`src/rtl/divider_pkg.sv`:
```
// Shared definitions for the divider1 block: the default operand width and
// the FSM state encoding used by the top level.
package divider_pkg;

  localparam int DIV_WIDTH = 32;

  typedef enum logic [1:0] {
    IDLE = 2'd0,
    BUSY = 2'd1,
    DONE = 2'd2
  } state_t;

endpackage

```
`src/rtl/divider1_div_step.sv`:
```
// One restoring shift-subtract iteration. Purely combinational: the caller
// holds the partial remainder and the dividend/quotient shift register.
module div_step
  import divider_pkg::*;
#(
  parameter int WIDTH = DIV_WIDTH
) (
  input  logic [WIDTH-1:0] rem_in,
  input  logic [WIDTH-1:0] dividend_in,
  input  logic [WIDTH-1:0] divisor,
  output logic [WIDTH-1:0] rem_out,
  output logic [WIDTH-1:0] dividend_out
);

  logic [WIDTH:0] shifted;
  logic           q_bit;

  // Bring the next dividend bit into the partial remainder, then subtract the
  // divisor when it fits. The difference is always below the divisor, so the
  // low WIDTH bits of the subtraction are the whole new remainder.
  always_comb begin
    shifted      = {rem_in, dividend_in[WIDTH-1]};
    q_bit        = (shifted >= {1'b0, divisor});
    rem_out      = q_bit ? (shifted[WIDTH-1:0] - divisor) : shifted[WIDTH-1:0];
    dividend_out = {dividend_in[WIDTH-2:0], q_bit};
  end

endmodule

```
`src/rtl/divider1.sv`:
```
// divider1: iterative restoring divider, one quotient bit per clock.
// Define DIVIDER1_SIGNED_EN to treat A and B as two's complement; the default
// build divides unsigned operands.
module divider1
  import divider_pkg::*;
#(
  parameter int WIDTH = DIV_WIDTH
) (
  input  logic             clk,
  input  logic             reset,
  input  logic             start,
  input  logic [WIDTH-1:0] A,
  input  logic [WIDTH-1:0] B,
  output logic [WIDTH-1:0] Quotient,
  output logic [WIDTH-1:0] Remainder,
  output logic             ready,
  output logic             div_by_zero
);

  localparam int CW = $clog2(WIDTH) + 1;

  state_t           state;
  logic [CW-1:0]    count;
  logic [WIDTH-1:0] rem_work;
  logic [WIDTH-1:0] dvd_work;
  logic [WIDTH-1:0] divisor;
  logic [WIDTH-1:0] step_rem;
  logic [WIDTH-1:0] step_q;
  logic [WIDTH-1:0] a_mag;
  logic [WIDTH-1:0] b_mag;
  logic [WIDTH-1:0] q_fix;
  logic [WIDTH-1:0] r_fix;

  div_step #(.WIDTH(WIDTH)) u_step (
    .rem_in      (rem_work),
    .dividend_in (dvd_work),
    .divisor     (divisor),
    .rem_out     (step_rem),
    .dividend_out(step_q)
  );

`ifdef DIVIDER1_SIGNED_EN
  logic neg_q;
  logic neg_r;

  // Divide magnitudes; the final-step results are sign-corrected combinationally
  // so the fixup lands on the same edge that enters DONE.
  always_comb begin
    a_mag = A[WIDTH-1] ? -A : A;
    b_mag = B[WIDTH-1] ? -B : B;
    q_fix = neg_q ? -step_q : step_q;
    r_fix = neg_r ? -step_rem : step_rem;
  end

  // Remember the result signs from the operands captured at start.
  always_ff @(posedge clk) begin
    if (reset) begin
      neg_q <= 1'b0;
      neg_r <= 1'b0;
    end else if (start) begin
      neg_q <= A[WIDTH-1] ^ B[WIDTH-1];
      neg_r <= A[WIDTH-1];
    end
  end
`else
  // Unsigned build: operands and results pass straight through.
  always_comb begin
    a_mag = A;
    b_mag = B;
    q_fix = step_q;
    r_fix = step_rem;
  end
`endif

  // Control FSM plus working registers and registered results. A start in any
  // state restarts from scratch, which is also how a busy division is aborted.
  always_ff @(posedge clk) begin
    if (reset) begin
      state       <= IDLE;
      count       <= '0;
      rem_work    <= '0;
      dvd_work    <= '0;
      divisor     <= '0;
      Quotient    <= '0;
      Remainder   <= '0;
      ready       <= 1'b0;
      div_by_zero <= 1'b0;
    end else if (start) begin
      count    <= '0;
      rem_work <= '0;
      dvd_work <= a_mag;
      divisor  <= b_mag;
      if (B == '0) begin
        state       <= DONE;
        Quotient    <= '1;
        Remainder   <= A;
        ready       <= 1'b1;
        div_by_zero <= 1'b1;
      end else begin
        state       <= BUSY;
        Remainder   <= '0;
        ready       <= 1'b0;
        div_by_zero <= 1'b0;
      end
    end else begin
      case (state)
        BUSY: begin
          rem_work <= step_rem;
          dvd_work <= step_q;
          count    <= count + CW'(1);
          if (count == CW'(WIDTH - 1)) begin
            state     <= DONE;
            Quotient  <= q_fix;
            Remainder <= r_fix;
            ready     <= 1'b1;
          end
        end
        default: begin
          state <= state;
        end
      endcase
    end
  end

endmodule

```
`config.mk`:
```
export PLATFORM = sky130hd
export DESIGN_NAME = divider1
export DESIGN_NICKNAME = d
export VERILOG_FILES = /design/src/rtl/divider_pkg.sv /design/src/rtl/divider1_div_step.sv /design/src/rtl/divider1.sv
export SDC_FILE = /design/constraint.sdc
export NUM_CORES = 1
export LEC_CHECK = 0
export CORE_MARGIN = 5
export CORE_UTILIZATION = 55
export DETAILED_ROUTE_END_ITERATION = 7
export GPL_TIMING_DRIVEN = 1
export PLACE_DENSITY_LB_ADDON = 0.15
export SLEW_MARGIN = 20
export SYNTH_ARGS = -nofsm -noshare
export SYNTH_HDL_FRONTEND = slang
export SYNTH_SLANG_ARGS = --single-unit
```
`constraint.sdc`:
```
create_clock -name clk -period 4.3 [get_ports clk]
set_clock_uncertainty 0.2 [all_clocks]
set_input_delay 0.86 -clock clk [delete_from_list [all_inputs] [get_ports clk]]
set_output_delay 0.86 -clock clk [all_outputs]
set_load 0.01 [all_outputs]
```
==> flow_metrics.tcl, run 1 <==
set metrics [dict create \
    status "completed" \
    finalMaxSlewViolations 0 \
    worstSetupPathType "flip-flop to flip-flop" \
    design_area_um2 10700 \
    yosysWarnings 0 \
    drive_above_1_share_pct 6.23 \
    htreeDepth 4 \
    rows 46 \
    worstPathMaxFanout 4 \
    reg2regPathDepth 14 \
    ant_nets 0 \
    worst_pin_slew_ns 0.955 \
    r2r-start "dvd_work[31]" \
    yosys.area.top_type "dfxtp_1" \
    ys.flop_type "dfxtp_1" \
    start_util_pct 55.5 \
    relSlewSlack_pct 36.1 \
    nNetsFinal 1291 \
    core_region_area_um2 15700 \
    syn_area_um2 8720 \
    tns_ns 0 \
    grt_max_degree 88 \
    hpwl_mm 16.9 \
    worstPathArrival_ns 3.77 \
    antenna_found_initial 0 \
    cts_resized 0 \
    synthToLayoutAreaGrowth_pct 22.9 \
    dieHeight_um 136 \
    grt_pass1_vias 7262 \
    dp_cells 1387 \
    setup_slack_ns 0.683 \
    crit_path_end_kind "flip-flop" \
    grt-ovfl-total 0 \
    peakVddDrop_v 0.000275 \
    dieArea_um2 18500 \
    die_w_um 136 \
    slowest_stage "fa_1" \
    critPathMaxStageDelay_ns 0.41 \
    hold_path_end "Remainder[16]" \
    power.density_nw_per_um2 372 \
    min_path_type "flip-flop to flip-flop" \
    post-place-ws_ns 0.540 \
    cts_tree "yes" \
    wirelength_mm 23.0 \
    min_period_ns 3.62 \
    vias 7970 \
    antennaDiodeCount 0 \
    synth_fp_nets 1196 \
    leakage_nw 4.38 \
    async_flop_share_pct 0 \
    rsz0062_at_grt "false" \
    required_ns 4.45 \
    clock_sinks 169 \
    timing.fmax_mhz 276 \
    yosys-top-cells-count "nor2_1, dfxtp_1, nand2_1, a21oi_1, mux2i_1" \
    gr-usage-all-layers_pct 25.1 \
    postCtsHoldBufs 0 \
    cts.clk_slew.worst_paths_ns 0.07 \
    grt_pass1_wl_mm 37.3 \
    ys_types 66 \
    place_congestion 0.887 \
    place_area_um2 10100 \
    fin_crit_sh_pct 84.1 \
    synth_edf_count 0 \
    vias_per_cell 5.62 \
    clockBufferDepth 2 \
    drtIter0Drc 614 \
    synth_top_area_share_pct 38.8 \
    finalHoldViolCount 0 \
    clkLatencyLatePin_ns 0.43 \
    drv_cap 0 \
    yosysMostFrequentCell "nor2_1" \
    rr_endpoint "Remainder[20]" \
    yosys-top-cells-area "dfxtp_1, nor2_1, nand2_1, mux2i_1, ha_1" \
    cts_made_buffers 17 \
    postCtsSetupBuffers 0 \
    drc 0 \
    instances_no_fill 1419 \
    post_drt_wl_per_cell_um 16.2 \
    min_path_cells 2 \
    cp_cell_sequence "inv_1, ha_1, inv_1, fa_1, a21o_1, a221oi_2, o21ai_2, o31ai_4, o31ai_1, a21oi_1, xor2_1, o21ai_0, nor2_1, o31ai_1" \
    synth_seq_cells 169 \
    root_buffer "clkbuf_16" \
    port-buffer-count 132 \
    syn_area_per_cell_um2 7.96 \
    hp-start "Remainder[16]" \
    cp-start-kind "flip-flop" \
    finalSetupViolations 0 \
    reg2reg_slack_ns 0.68 \
    ioPinCount 133 \
    firstDrtPassIters 5 \
    synth_cells 1095 \
    ys_seq_area_share_pct 38.8 \
]
## worst max path at each step
| stage | startpoint | to | slack [ns] |
|---|---|---|---|
| floorplan | dvd_work[31] | rem_work[30] | 1.30 |
| CTS | dvd_work[31] | Remainder[20] | 0.72 |
| global route | dvd_work[31] | Remainder[20] | 0.44 |
| detailed placement | B[3] | Quotient[4] | 0.54 |
| global placement | B[3] | Quotient[8] | 0.61 |
| finish | dvd_work[31] | Remainder[20] | 0.68 |
## flip-flops by register name (all words and copies together) (netlist names)
name         count
dvd_work        32
rem_work        32
count            6
state            1
Quotient        32
ready            1
Remainder       32
div_by_zero      1
divisor         32
## stage by stage
stage	util, %	hold WS [ns]	power, W
after CTS	68.2	0.258	0.00400
after global placement	64.5	0.236	0.00250
after floorplan	-	0.254	0.00228
final	68.2	0.261	0.00399
after global routing	68.2	0.292	0.00416
after detailed placement	64.5	0.243	0.00251
## cell usage in the layout (no fill, tap or decap), types with 9 or more instances in the layout
| master | instances |
|---|---|
| a21oi_1 | 74 |
| o31ai_1 | 11 |
| clkbuf_16 | 17 |
| inv_1 | 43 |
| nor2_1 | 202 |
| nand2_1 | 147 |
| a311oi_1 | 24 |
| buf_4 | 15 |
| a31oi_1 | 9 |
| a22o_1 | 15 |
| a211oi_1 | 18 |
| dfxtp_1 | 169 |
| a21o_1 | 14 |
| xnor2_1 | 25 |
| o21ai_0 | 33 |
| nor3_1 | 37 |
| ha_1 | 33 |
| clkdlybuf4s50_1 | 130 |
| mux2i_1 | 54 |
| nor4_1 | 10 |
| nand4_1 | 11 |
## worst max-delay path: cells and delay by family, from the launching register on
| kind | cells | cell delay, ns |
|---|---|---|
| adder cells (fa/ha/maj) | 2 | 0.60 |
| AO/OA/AOI/OAI | 8 | 2.07 |
| buffers and inverters | 2 | 0.17 |
| XOR/XNOR | 1 | 0.11 |
| AND/OR/NAND/NOR | 1 | 0.10 |
| flip-flops | 1 | 0.31 |
## cell type report
class	count	area (um^2)
inverter	44	165
clock buffer	17	425
timing repair buffer	147	1440
sequential	169	3380
tap	216	270
multi-input combinational	811	4880
clock inverter	15	156
fill	1368	5000
## kinds of logic (layout without fill, tap and decap cells)
kind of cell | Yosys count | after routing | share of synthesized area [%]
muxes | 54 | 54 | 6.20
AOI/OAI and AO/OA | 243 | 243 | 19.5
buffers and inverters | 115 | 223 | 5.44
DFF | 169 | 169 | 38.8
adders and majority gates | 34 | 34 | 4.96
xor gates and xnor gates | 33 | 33 | 3.31
and+or+nand+nor | 447 | 447 | 21.8
## power breakdown
group / switching (W) / internal [W]
combinational: 0.000478 / 0.000349
sequential: 0.0000405 / 0.00162
clock: 0.000729 / 0.000774
total: 0.00125 / 0.00274
## metal layers
layer  global-route usage (%)  share of wire, %  vias to the layer above
met5                        0                 0                        -
met4                     6.55               1.3                        0
met3                     4.59               6.4                       23
met2                     37.7                43                      244
met1                     37.0                49                     3710
li1                         -                 -                     3993
(Power assumes the default switching activity.)
==> inputs of run 2 (changes only) <==
--- a/config.mk
+++ b/config.mk
@@ -6,7 +6,7 @@
 export NUM_CORES = 1
 export LEC_CHECK = 0
 export CORE_MARGIN = 5
-export CORE_UTILIZATION = 55
+export CORE_UTILIZATION = 49
 export DETAILED_ROUTE_END_ITERATION = 7
 export GPL_TIMING_DRIVEN = 1
 export PLACE_DENSITY_LB_ADDON = 0.15
==> constraint.sdc (replaced) <==
create_clock -name clk -period 3.2 [get_ports clk]
set_clock_uncertainty 0.2 [all_clocks]
set_input_delay 0.64 -clock clk [delete_from_list [all_inputs] [get_ports clk]]
set_output_delay 0.64 -clock clk [all_outputs]
set_load 0.01 [all_outputs]
==> run 2 against run 1 <==
  * Combinational power increased by 70%
  * Non-clock buffer count is 81 higher
  * Global-route usage decreased by 0.76 points
  * Fmax is 14% higher
  * Critical path depth unchanged
  * Count of clock-buffer cells in the layout up 1
  * First-iteration DRC count is 2.9% lower
  * Clock power grew 38%
  * Via count rose by 5.6%
  * Hold slack worse by 0.010 ns
  * Setup slack got worse by 0.66 ns
  * Highest routed layer unchanged
  * Cell count rose by 6.3%
==> flow_metrics.tcl, run 2 (synthesis results as in run 1) <==
set metrics [dict create \
    layout_commonest_cell "nor2_1" \
    cts.clk_slew.worst_paths_ns 0.07 \
    multi_input_area_um2 5010 \
    final_cell_mix "nor2_1, dfxtp_1, nand2_1" \
    worst_pin_slew_ns 0.888 \
    cp-start-kind "flip-flop" \
    synthToLayoutAreaGrowth_pct 32.2 \
    cp_cell_sequence "inv_2, ha_4, inv_2, fa_2, a21o_1, a221oi_4, o21ai_4, o31ai_4, o22a_1, nor2b_1, o21ai_2, mux2i_1, nor3_1, o31ai_1" \
    vias_per_cell 5.58 \
    grt_max_degree 87 \
    dieHeight_um 143 \
    fin_crit_sh_pct 99.2 \
    start_util_pct 50.2 \
    worstSetupPathType "flip-flop to flip-flop" \
    path_common_cell "inv_2" \
    ant_nets 0 \
    use_met3_pct 4.06 \
    grt-ovfl-total 0 \
    instances_no_fill 1509 \
    relSlewSlack_pct 40.8 \
    die_w_um 143 \
    cts_tree "yes" \
    critPathMaxStageDelay_ns 0.36 \
    drive_above_1_share_pct 13.9 \
    final_util_pct 66.4 \
    wirelength_mm 25.6 \
    hpwl_mm 18.8 \
    htreeDepth 4 \
    clkLatencyLatePin_ns 0.43 \
    min_period_ns 3.18 \
    grtUsageMet1_pct 34.2 \
    grt.met2_usage_pct 38.7 \
    firstDrtPassIters 5 \
    rows 48 \
    post_drt_wl_per_cell_um 17.0 \
    min_path_type "flip-flop to flip-flop" \
    seq_area_um2 3390 \
    clock_sinks 169 \
    timing.fmax_mhz 315 \
    worstPathMaxFanout 4 \
    num-fill-cells 1537 \
    leakage_nw 4.78 \
    crit_family "compound AO/OA/AOI/OAI gates" \
    antennaDiodeCount 0 \
    finalHoldViolCount 0 \
    crit_path_end_kind "flip-flop" \
    gr-usage-all-layers_pct 24.3 \
    p_int_w 0.00396 \
    cp_num_buf_inv 2 \
    clockBufferDepth 2 \
    drc 0 \
    slowest_stage "fa_2" \
    finalSetupViolations 0 \
    peakVddDrop_v 0.000397 \
    finalMaxSlewViolations 0 \
    port-buffer-count 132 \
    required_ns 3.35 \
    drtIter0Drc 596 \
    worstPathArrival_ns 3.33 \
    switching_share_pct 30.7 \
    core_region_area_um2 17400 \
    drv_cap 0 \
    root_buffer "clkbuf_16" \
    power.density_nw_per_um2 495 \
    place_congestion 0.898 \
    p_clk_share_pct 36.3 \
    grt_pass1_wl_mm 40.1 \
    grt_pass1_vias 7695 \
    dieArea_um2 20600 \
    seqPwrFrac_pct 39.1 \
    antenna_found_initial 0 \
    nNetsFinal 1372 \
    status "completed" \
    cts_made_buffers 17 \
    rsz0062_at_grt "true" \
    share_comb_of_total_power_pct 24.7 \
    ioPinCount 133 \
    vias 8415 \
    power.net_switching_w 0.00175 \
    grt-busiest-layer "met2" \
    dp_cells 1469 \
]
run 2: timing repair:
item                       CTS  global route
pin swaps                    5            17
resized for setup            0            34
hold buffers                 0             0
buffers inserted             2             6
setup endpoints to repair    2            51
run 2: worst register-to-register path, delay by kind of cell (launching register included):
kind,cells,cell delay [ns]
AOI/OAI and AO/OA,7,1.60
and+or+nand+nor,2,0.14
muxes,1,0.21
buffers and inverters,2,0.12
adders and majority gates,2,0.50
DFF,1,0.32
run 2: power by group through the flow:
stage | clock [W] | sequential [W] | combinational [W]
global placement | 0 | 0.00227 | 0.00128
floorplan | 0 | 0.00226 | 0.000811
detailed placement | 0 | 0.00228 | 0.00128
finish | 0.00207 | 0.00223 | 0.00141
CTS | 0.00209 | 0.00223 | 0.00130
global route | 0.00218 | 0.00224 | 0.00152
run 2: path summary, 6_finish.rpt:
kind	startpoint	endpoint	slack [ns]	cells after the start
max	dvd_work[31]	Remainder[30]	0.02	14
min	Remainder[10]	Remainder[10]	0.25	2
max reg2reg	dvd_work[31]	Remainder[30]	0.02	14
min reg2reg	Remainder[10]	Remainder[10]	0.25	2
run 2: final cells by class:
cell class / instances / area share, %
clock buffers: 18 / 3.72
clock inverters: 14 / 1.33
inverters: 44 / 1.43
multi-input cells: 811 / 43.4
flip-flops and latches: 169 / 29.4
well taps: 225 / 2.44
repair buffers: 228 / 18.3
run 2: per-layer routing:
layer	up-vias	wire, um
met4	0	420
li1	4152	-
met1	3932	11900
met5	-	0
met2	288	11500
met3	43	1730
run 2: through the flow:
stage	setup WS (ns)	area, um^2	TNS [ns]	hold WS [ns]	power, W
after floorplan	0.196	8720	0	0.254	0.00307
after global placement	-0.338	10700	-14.53	0.237	0.00355
after detailed placement	-0.331	10700	-13.32	0.238	0.00356
after CTS	0.00613	11300	0	0.254	0.00563
after global routing	-0.162	11500	-0.779	0.284	0.00594
final	0.0248	11500	0	0.250	0.00571
